[config.mk]
export PLATFORM = sky130hd
export DESIGN_NAME = dmem_loader
export DESIGN_NICKNAME = d
export VERILOG_FILES = /design/src/rtl/dmem_loader_pkg.sv /design/src/rtl/dmem_loader_byte_packer.sv /design/src/rtl/dmem_loader.sv
export SDC_FILE = /design/constraint.sdc
export NUM_CORES = 1
export LEC_CHECK = 0
export ABC_AREA = 1
export CELL_PAD_IN_SITES_DETAIL_PLACEMENT = 1
export CELL_PAD_IN_SITES_GLOBAL_PLACEMENT = 2
export CORE_MARGIN = 10
export CORE_UTILIZATION = 31
export DETAILED_ROUTE_END_ITERATION = 8
export GPL_ROUTABILITY_DRIVEN = 0
export PLACE_DENSITY_LB_ADDON = 0.08
export SYNTH_ARGS = -nofsm -noshare
export SYNTH_HDL_FRONTEND = slang
export SYNTH_SLANG_ARGS = --single-unit
[constraint.sdc]
create_clock -name clk -period 3.05 [get_ports clk]
set_input_delay 0.305 -clock clk [delete_from_list [all_inputs] [get_ports clk]]
set_output_delay 0.305 -clock clk [all_outputs]
set_load 0.02 [all_outputs]
[src/rtl/dmem_loader_pkg.sv]
// Shared definitions for the data-memory boot loader: word width, memory
// depth, FSM state encodings and the header range-check helper.
package dmem_loader_pkg;

  localparam int LD_DATA_W = 32;
  localparam int LD_DEPTH  = 1024;

  typedef enum logic [2:0] {
    LD_IDLE = 3'd0,
    LD_HDR  = 3'd1,
    LD_DATA = 3'd2,
    LD_CSUM = 3'd3,
    LD_DONE = 3'd4,
    LD_ERR  = 3'd5
  } ld_state_e;

  // The sum is formed in 17 bits so that a base near 0xFFFF cannot wrap
  // around into an apparently valid small range.
  function automatic logic hdr_in_range(input logic [15:0] base,
                                        input logic [15:0] count,
                                        input logic [16:0] depth);
    logic [16:0] end_s;
    end_s = {1'b0, base} + {1'b0, count};
    return (end_s <= depth);
  endfunction

endpackage

[src/rtl/dmem_loader_byte_packer.sv]
// Big-endian byte-to-word packer. The first three bytes of a group are held
// in a shift register; the group completes combinationally with the fourth
// byte, so the consumer can register the word on the same edge that accepts
// that byte.
module dmem_loader_byte_packer
  import dmem_loader_pkg::*;
(
  input  logic                 clk,
  input  logic                 rst,
  input  logic                 clr_i,
  input  logic                 byte_valid_i,
  input  logic [7:0]           byte_i,
  output logic [LD_DATA_W-1:0] word_o,
  output logic                 word_valid_o
);

  logic [23:0] shift_q, shift_d;
  logic [1:0]  cnt_q,   cnt_d;

  // Next-state for the shift register and the wrapping byte counter.
  always_comb begin
    shift_d = shift_q;
    cnt_d   = cnt_q;
    if (clr_i) begin
      shift_d = 24'd0;
      cnt_d   = 2'd0;
    end else if (byte_valid_i) begin
      shift_d = {shift_q[15:0], byte_i};
      cnt_d   = cnt_q + 2'd1;
    end else begin
      shift_d = shift_q;
      cnt_d   = cnt_q;
    end
  end

  // Shift register and byte counter state.
  always_ff @(posedge clk) begin
    if (rst) begin
      shift_q <= 24'd0;
      cnt_q   <= 2'd0;
    end else begin
      shift_q <= shift_d;
      cnt_q   <= cnt_d;
    end
  end

  assign word_o       = {shift_q, byte_i};
  assign word_valid_o = byte_valid_i & ~clr_i & (cnt_q == 2'd3);

endmodule

[src/rtl/dmem_loader.sv]
// Byte-stream boot loader feeding the data-memory write port.
// A session starts with a header word {base, count}, followed by count data
// words written to base, base+1, ... Optional feature macro
// DMEM_LOADER_CSUM_EN adds a trailer word that must equal the mod-2^32 sum
// of the header and all data words.
module dmem_loader
  import dmem_loader_pkg::*;
#(
  parameter int DATA_W = LD_DATA_W,
  parameter int DEPTH  = LD_DEPTH,
  parameter int ADDR_W = 16
) (
  input  logic              clk,
  input  logic              rst,
  input  logic              start,
  input  logic [7:0]        in_byte,
  input  logic              in_valid,
  output logic              in_ready,
  output logic [ADDR_W-1:0] dm_a,
  output logic [DATA_W-1:0] dm_wd,
  output logic              dm_we,
  output logic              busy,
  output logic              done,
  output logic              err,
  output logic [15:0]       words_loaded
);

`ifdef DMEM_LOADER_CSUM_EN
  localparam ld_state_e AFTER_DATA = LD_CSUM;
`else
  localparam ld_state_e AFTER_DATA = LD_DONE;
`endif

  ld_state_e         state_q, state_d;
  logic [ADDR_W-1:0] addr_q,  addr_d;
  logic [15:0]       count_q, count_d;
  logic [15:0]       wl_q,    wl_d;
  logic [ADDR_W-1:0] dm_a_q,  dm_a_d;
  logic [DATA_W-1:0] dm_wd_q, dm_wd_d;
  logic              dm_we_q, dm_we_d;
`ifdef DMEM_LOADER_CSUM_EN
  logic [31:0]       sum_q,   sum_d;
`endif

  logic              busy_s;
  logic              accept_s;
  logic              start_acc_s;
  logic [31:0]       word_s;
  logic              word_valid_s;

  assign busy_s      = (state_q == LD_HDR) || (state_q == LD_DATA) || (state_q == LD_CSUM);
  assign accept_s    = in_valid & busy_s;
  assign start_acc_s = start & ((state_q == LD_IDLE) || (state_q == LD_DONE) || (state_q == LD_ERR));

  dmem_loader_byte_packer u_packer (
    .clk          (clk),
    .rst          (rst),
    .clr_i        (start_acc_s),
    .byte_valid_i (accept_s),
    .byte_i       (in_byte),
    .word_o       (word_s),
    .word_valid_o (word_valid_s)
  );

  // Session FSM: header decode, address sequencing, write strobes and checksum.
  always_comb begin
    state_d = state_q;
    addr_d  = addr_q;
    count_d = count_q;
    wl_d    = wl_q;
    dm_a_d  = dm_a_q;
    dm_wd_d = dm_wd_q;
    dm_we_d = 1'b0;
`ifdef DMEM_LOADER_CSUM_EN
    sum_d   = sum_q;
`endif
    case (state_q)
      LD_IDLE, LD_DONE, LD_ERR: begin
        if (start) begin
          state_d = LD_HDR;
          wl_d    = 16'd0;
        end else begin
          state_d = state_q;
        end
      end
      LD_HDR: begin
        if (word_valid_s) begin
          count_d = word_s[15:0];
          addr_d  = ADDR_W'(word_s[31:16]);
`ifdef DMEM_LOADER_CSUM_EN
          sum_d   = word_s;
`endif
          if (!hdr_in_range(word_s[31:16], word_s[15:0], 17'(DEPTH))) begin
            state_d = LD_ERR;
          end else if (word_s[15:0] == 16'd0) begin
            state_d = AFTER_DATA;
          end else begin
            state_d = LD_DATA;
          end
        end else begin
          state_d = state_q;
        end
      end
      LD_DATA: begin
        if (word_valid_s) begin
          dm_we_d = 1'b1;
          dm_a_d  = addr_q;
          dm_wd_d = DATA_W'(word_s);
          addr_d  = addr_q + ADDR_W'(1);
          wl_d    = wl_q + 16'd1;
`ifdef DMEM_LOADER_CSUM_EN
          sum_d   = sum_q + word_s;
`endif
          if ((wl_q + 16'd1) == count_q) begin
            state_d = AFTER_DATA;
          end else begin
            state_d = LD_DATA;
          end
        end else begin
          state_d = state_q;
        end
      end
`ifdef DMEM_LOADER_CSUM_EN
      LD_CSUM: begin
        if (word_valid_s) begin
          if (word_s == sum_q) begin
            state_d = LD_DONE;
          end else begin
            state_d = LD_ERR;
          end
        end else begin
          state_d = state_q;
        end
      end
`endif
      default: begin
        state_d = LD_IDLE;
      end
    endcase
  end

  // State and output registers; reset abandons any session in progress.
  always_ff @(posedge clk) begin
    if (rst) begin
      state_q <= LD_IDLE;
      addr_q  <= '0;
      count_q <= 16'd0;
      wl_q    <= 16'd0;
      dm_a_q  <= '0;
      dm_wd_q <= '0;
      dm_we_q <= 1'b0;
`ifdef DMEM_LOADER_CSUM_EN
      sum_q   <= 32'd0;
`endif
    end else begin
      state_q <= state_d;
      addr_q  <= addr_d;
      count_q <= count_d;
      wl_q    <= wl_d;
      dm_a_q  <= dm_a_d;
      dm_wd_q <= dm_wd_d;
      dm_we_q <= dm_we_d;
`ifdef DMEM_LOADER_CSUM_EN
      sum_q   <= sum_d;
`endif
    end
  end

  assign in_ready     = busy_s;
  assign busy         = busy_s;
  assign done         = (state_q == LD_DONE);
  assign err          = (state_q == LD_ERR);
  assign dm_a         = dm_a_q;
  assign dm_wd        = dm_wd_q;
  assign dm_we        = dm_we_q;
  assign words_loaded = wl_q;

endmodule
==> impl_metrics.csv <==
group,metric,value,unit
logic_synthesis,ranking_of_synthesized_cells_by_area,"dfxtp_1, nand2_1, a21oi_1, inv_1, o21ai_0",
detailed_routing,post_drt_via_cell_ratio,4.792,
detailed_routing,routed_wl,23630,um
clock_tree,cts_tree,"built",
floorplanning,core_region_area,21690,um2
setup_path,critPathBufInv,0,
status,status,"completed",
floorplanning,start_util,0.3133,
detailed_routing,drc_violation_count_after_routing,0,
global_routing,globalRouteTotalUtil,0.1690,
clock_tree,htree_num_levels,4,
global_routing,grt_pass1_vias,6893,
timing,achievable-frequency,0.3720,GHz
logic_synthesis,synth_ff_type,"dfxtp_1",
clock_tree,postCtsSetupBuffers,0,
cells_and_area,post-route-util,0.3921,
clock_tree,clkTransAtPathRegs,0.07,ns
global_routing,global_route_wire_length_before_repair,38510,um
logic_synthesis,syn-num-nets,1040,
hold_path,hold_path_class,"primary input to flop",
logic_synthesis,asyncSetResetFlopFracSynth,0,
floorplanning,die_width,168.1,um
hold_path,holdPathStages,4,
detailed_routing,avgRoutedWirePerCell,17.09,um
clock_tree,postCtsResizedCells,0,
setup_path,path_delay_family,"simple AND/OR/NAND/NOR gates",
cells_and_area,layout-drive-gt1-share,0.09429,
job,cap_violations,0,
clock_tree,cts_root_buffer,"clkbuf_16",
detailed_routing,ant_nets,0,
setup_path,crit_chain,"ha_1 -> fa_1 -> or2_2 -> nor2_1 -> nand3_1 -> nor2_1 -> nand2_1 -> nor2_1 -> nand3_1 -> nand2_1 -> nand3_1 -> nand2_1 -> nand2_1 -> nand2_1 -> a21oi_2",
setup_path,critPathMaxFanout,5,
logic_synthesis,avgSynthCellArea,6.741,um2
setup_path,startpoint_type,"flop",
setup_path,crit_path_frequent_cell,"nand2_1",
detailed_routing,routed_via_count,6628,
power_and_ir_drop,irDropWorstVdd,0.3408,mV
logic_synthesis,post_synth_instance_area,6795,um2
hold_path,min_from,"rst",
setup_path,cp_endpoint_kind,"flop",
setup_path,worst-endpoint-arrival,2.96,ns
logic_synthesis,synthesis.yosys.warnings,0,
setup_path,cpPeakStageDelay,0.53,ns
power_and_ir_drop,power.static_leakage,3.391,nW
cells_and_area,area_growth_synth_to_finish,25.13,%
clock_tree,hold_buf_count_cts,0,
timing,grt_setup_unrepaired,"no",
logic_synthesis,yosysTopAreaCell,"dfxtp_1",
timing,fin_tns_setup,0,ns
timing,final-hold-violation-count,0,
floorplanning,dieHeight,168.1,um
detailed_routing,drt-initial-drc-count,325,
floorplanning,num_io_pins,81,
floorplanning,std_cell_rows,54,
power_and_ir_drop,cellPowerDensity,646.4,nW/um2
logic_synthesis,cells_after_synthesis,1008,
logic_synthesis,edff_count_synth,0,
setup_path,kind_of_critical_path,"flop to flop",
setup_path,cell_with_the_largest_stage_delay_on_the_worst_path,"dfxtp_1",
logic_synthesis,post-synth-top-count-cell,"nand2_1",
global_routing,grt_max_degree,76,
cells_and_area,area_taken_by_multi_input_logic_gates,3617,um2
cells_and_area,num-fill-cells,2725,
logic_synthesis,yosys-top-cells-count,"nand2_1, a21oi_1, dfxtp_1, inv_1, o21ai_0",
setup_path,regToRegEndpoint,"state_q[2]",
logic_synthesis,yosys_cell_types,44,
cells_and_area,final_nets,1122,
timing,layout_min_cycle_time,2.688,ns
setup_path,number_of_cells_traversed_by_the_worst_register_to_register_path,15,
setup_path,reg2reg_slack,0.36,ns
timing,final-setup-viol-count,0,
clock_tree,clk_path_buf_depth,2,
timing,timing.clock.skew,0.009621,ns
detailed_routing,drt_pass1_iterations,4,
placement,number_of_buffer_cells_added_on_primary_ports,80,
floorplanning,die_area,28240,um2
cells_and_area,antenna_cells,0,
setup_path,reg_to_reg_startpoint,"u_packer.shift_q[8]",
logic_synthesis,ys_seq_area_frac,0.3712,
clock_tree,worst_skew_pair.late_latency,0.42,ns
cells_and_area,seq_area,2522,um2
logic_synthesis,synth_largest_type_area_fraction,0.3712,
hold_path,worstHoldEndpoint,"u_packer.cnt_q[0]",
timing,max_slew_margin,0.4677,
clock_tree,cts.sink_count,126,
global_routing,grt_antenna_before_repair,0,
timing,drv_slew,0,
setup_path,worstPathRequired,3.32,ns
global_routing,globalRoute.totalOverflow,0,
logic_synthesis,postSynthRegisterBits,126,
placement,detailedPlacementHpwl,17620,um
timing,tightest_slew,0.7985,ns
clock_tree,tritoncts.num_buffers,17,
timing,timing.final.crit_share,0.8814,
[power by group]
| part | total (mW) | internal [mW] | leakage [nW] | switching (mW) |
|---|---|---|---|---|
| logic | 1.50 | 0.489 | 2.09 | 1.01 |
| registers | 1.93 | 1.76 | 1.02 | 0.171 |
| clock network | 2.07 | 1.17 | 0.286 | 0.904 |
[final cells by class]
type	count	share of cell area
Timing Repair Buffer	103	0.1154
Tap cell	280	0.04120
Multi-Input combinational cell	725	0.4254
Clock buffer	17	0.05003
Clock inverter	15	0.01913
Sequential cell	126	0.2966
Inverter	117	0.05224
[registers in the layout (all words and copies together), names as in the netlist]
signal / flops
dm_a: 16
dm_we: 1
state_q: 3
count_q: 16
words_loaded: 16
u_packer.shift_q: 24
dm_wd: 32
u_packer.cnt_q: 2
addr_q: 16
[tightest hold or removal path: stages]
cell and delay [ns]:
buf_2 0.10, inv_1 0.06, nand2_1 0.27, a21oi_1 0.07
[cells by family after synthesis]
group / after synthesis / share of synthesized area
AOI/OAI and AO/OA: 231 / 0.1891
buffers and inverters: 157 / 0.09648
xor gates and xnor gates: 8 / 0.01234
DFF: 126 / 0.3712
and+or+nand+nor: 466 / 0.2929
adders and majority gates: 20 / 0.03793
[worst max path at each step]
| stage | cells past startpoint | end | from | slack [ns] |
|---|---|---|---|---|
| final | 15 | state_q[2] | u_packer.shift_q[8] | 0.36 |
| after global routing | 14 | state_q[1] | u_packer.shift_q[8] | 0.15 |
| after CTS | 15 | state_q[2] | u_packer.shift_q[8] | 0.34 |
| after detailed placement | 16 | state_q[2] | in_byte[0] | 0.14 |
| after global placement | 16 | state_q[2] | in_byte[0] | 0.20 |
| after floorplan | 15 | state_q[2] | u_packer.shift_q[8] | 0.89 |
[metal layers]
metal / share of wire / track usage
met1: 0.49 / 0.2272
met4: 0.0093 / 0.04428
met5: 0 / 0
met3: 0.031 / 0.03027
met2: 0.47 / 0.2721
[metrics by stage]
step | total power [mW] | cell area, um2 | hold WS [ns] | cells | worst slack, ns
after floorplan | 2.905 | 6795 | 0.4437 | 1008 | 0.8891
after global placement | 3.467 | 7915 | 0.4549 | 1351 | 0.2049
after detailed placement | 3.481 | 7915 | 0.4582 | 1351 | 0.1380
after CTS | 5.579 | 8503 | 0.4295 | 1383 | 0.3367
after global routing | 5.858 | 8503 | 0.4595 | 1383 | 0.1527
final | 5.496 | 8503 | 0.4296 | 1383 | 0.3616
[placed cells by master, fill, tap and decap left out, drive strengths merged, types with 3 or more instances in the layout]
cell           netlist  layout
clkbuf              23      17
or2                  4       4
nor4                 4       4
a211oi               7       7
nand3               64      64
nand4               15      15
nand3b               4       4
nor2                57      57
ha                  19      19
a221oi               3       3
nor3                 8       8
a31oi                4       4
nand2              308     308
xor2                 3       3
buf                 17      24
dfxtp              126     126
o21bai               3       3
inv                115     127
a21oi              133     133
xnor2                4       4
clkdlybuf4s50        0      79
o21ai               77      77
Power figures use the tool's default switching activity.
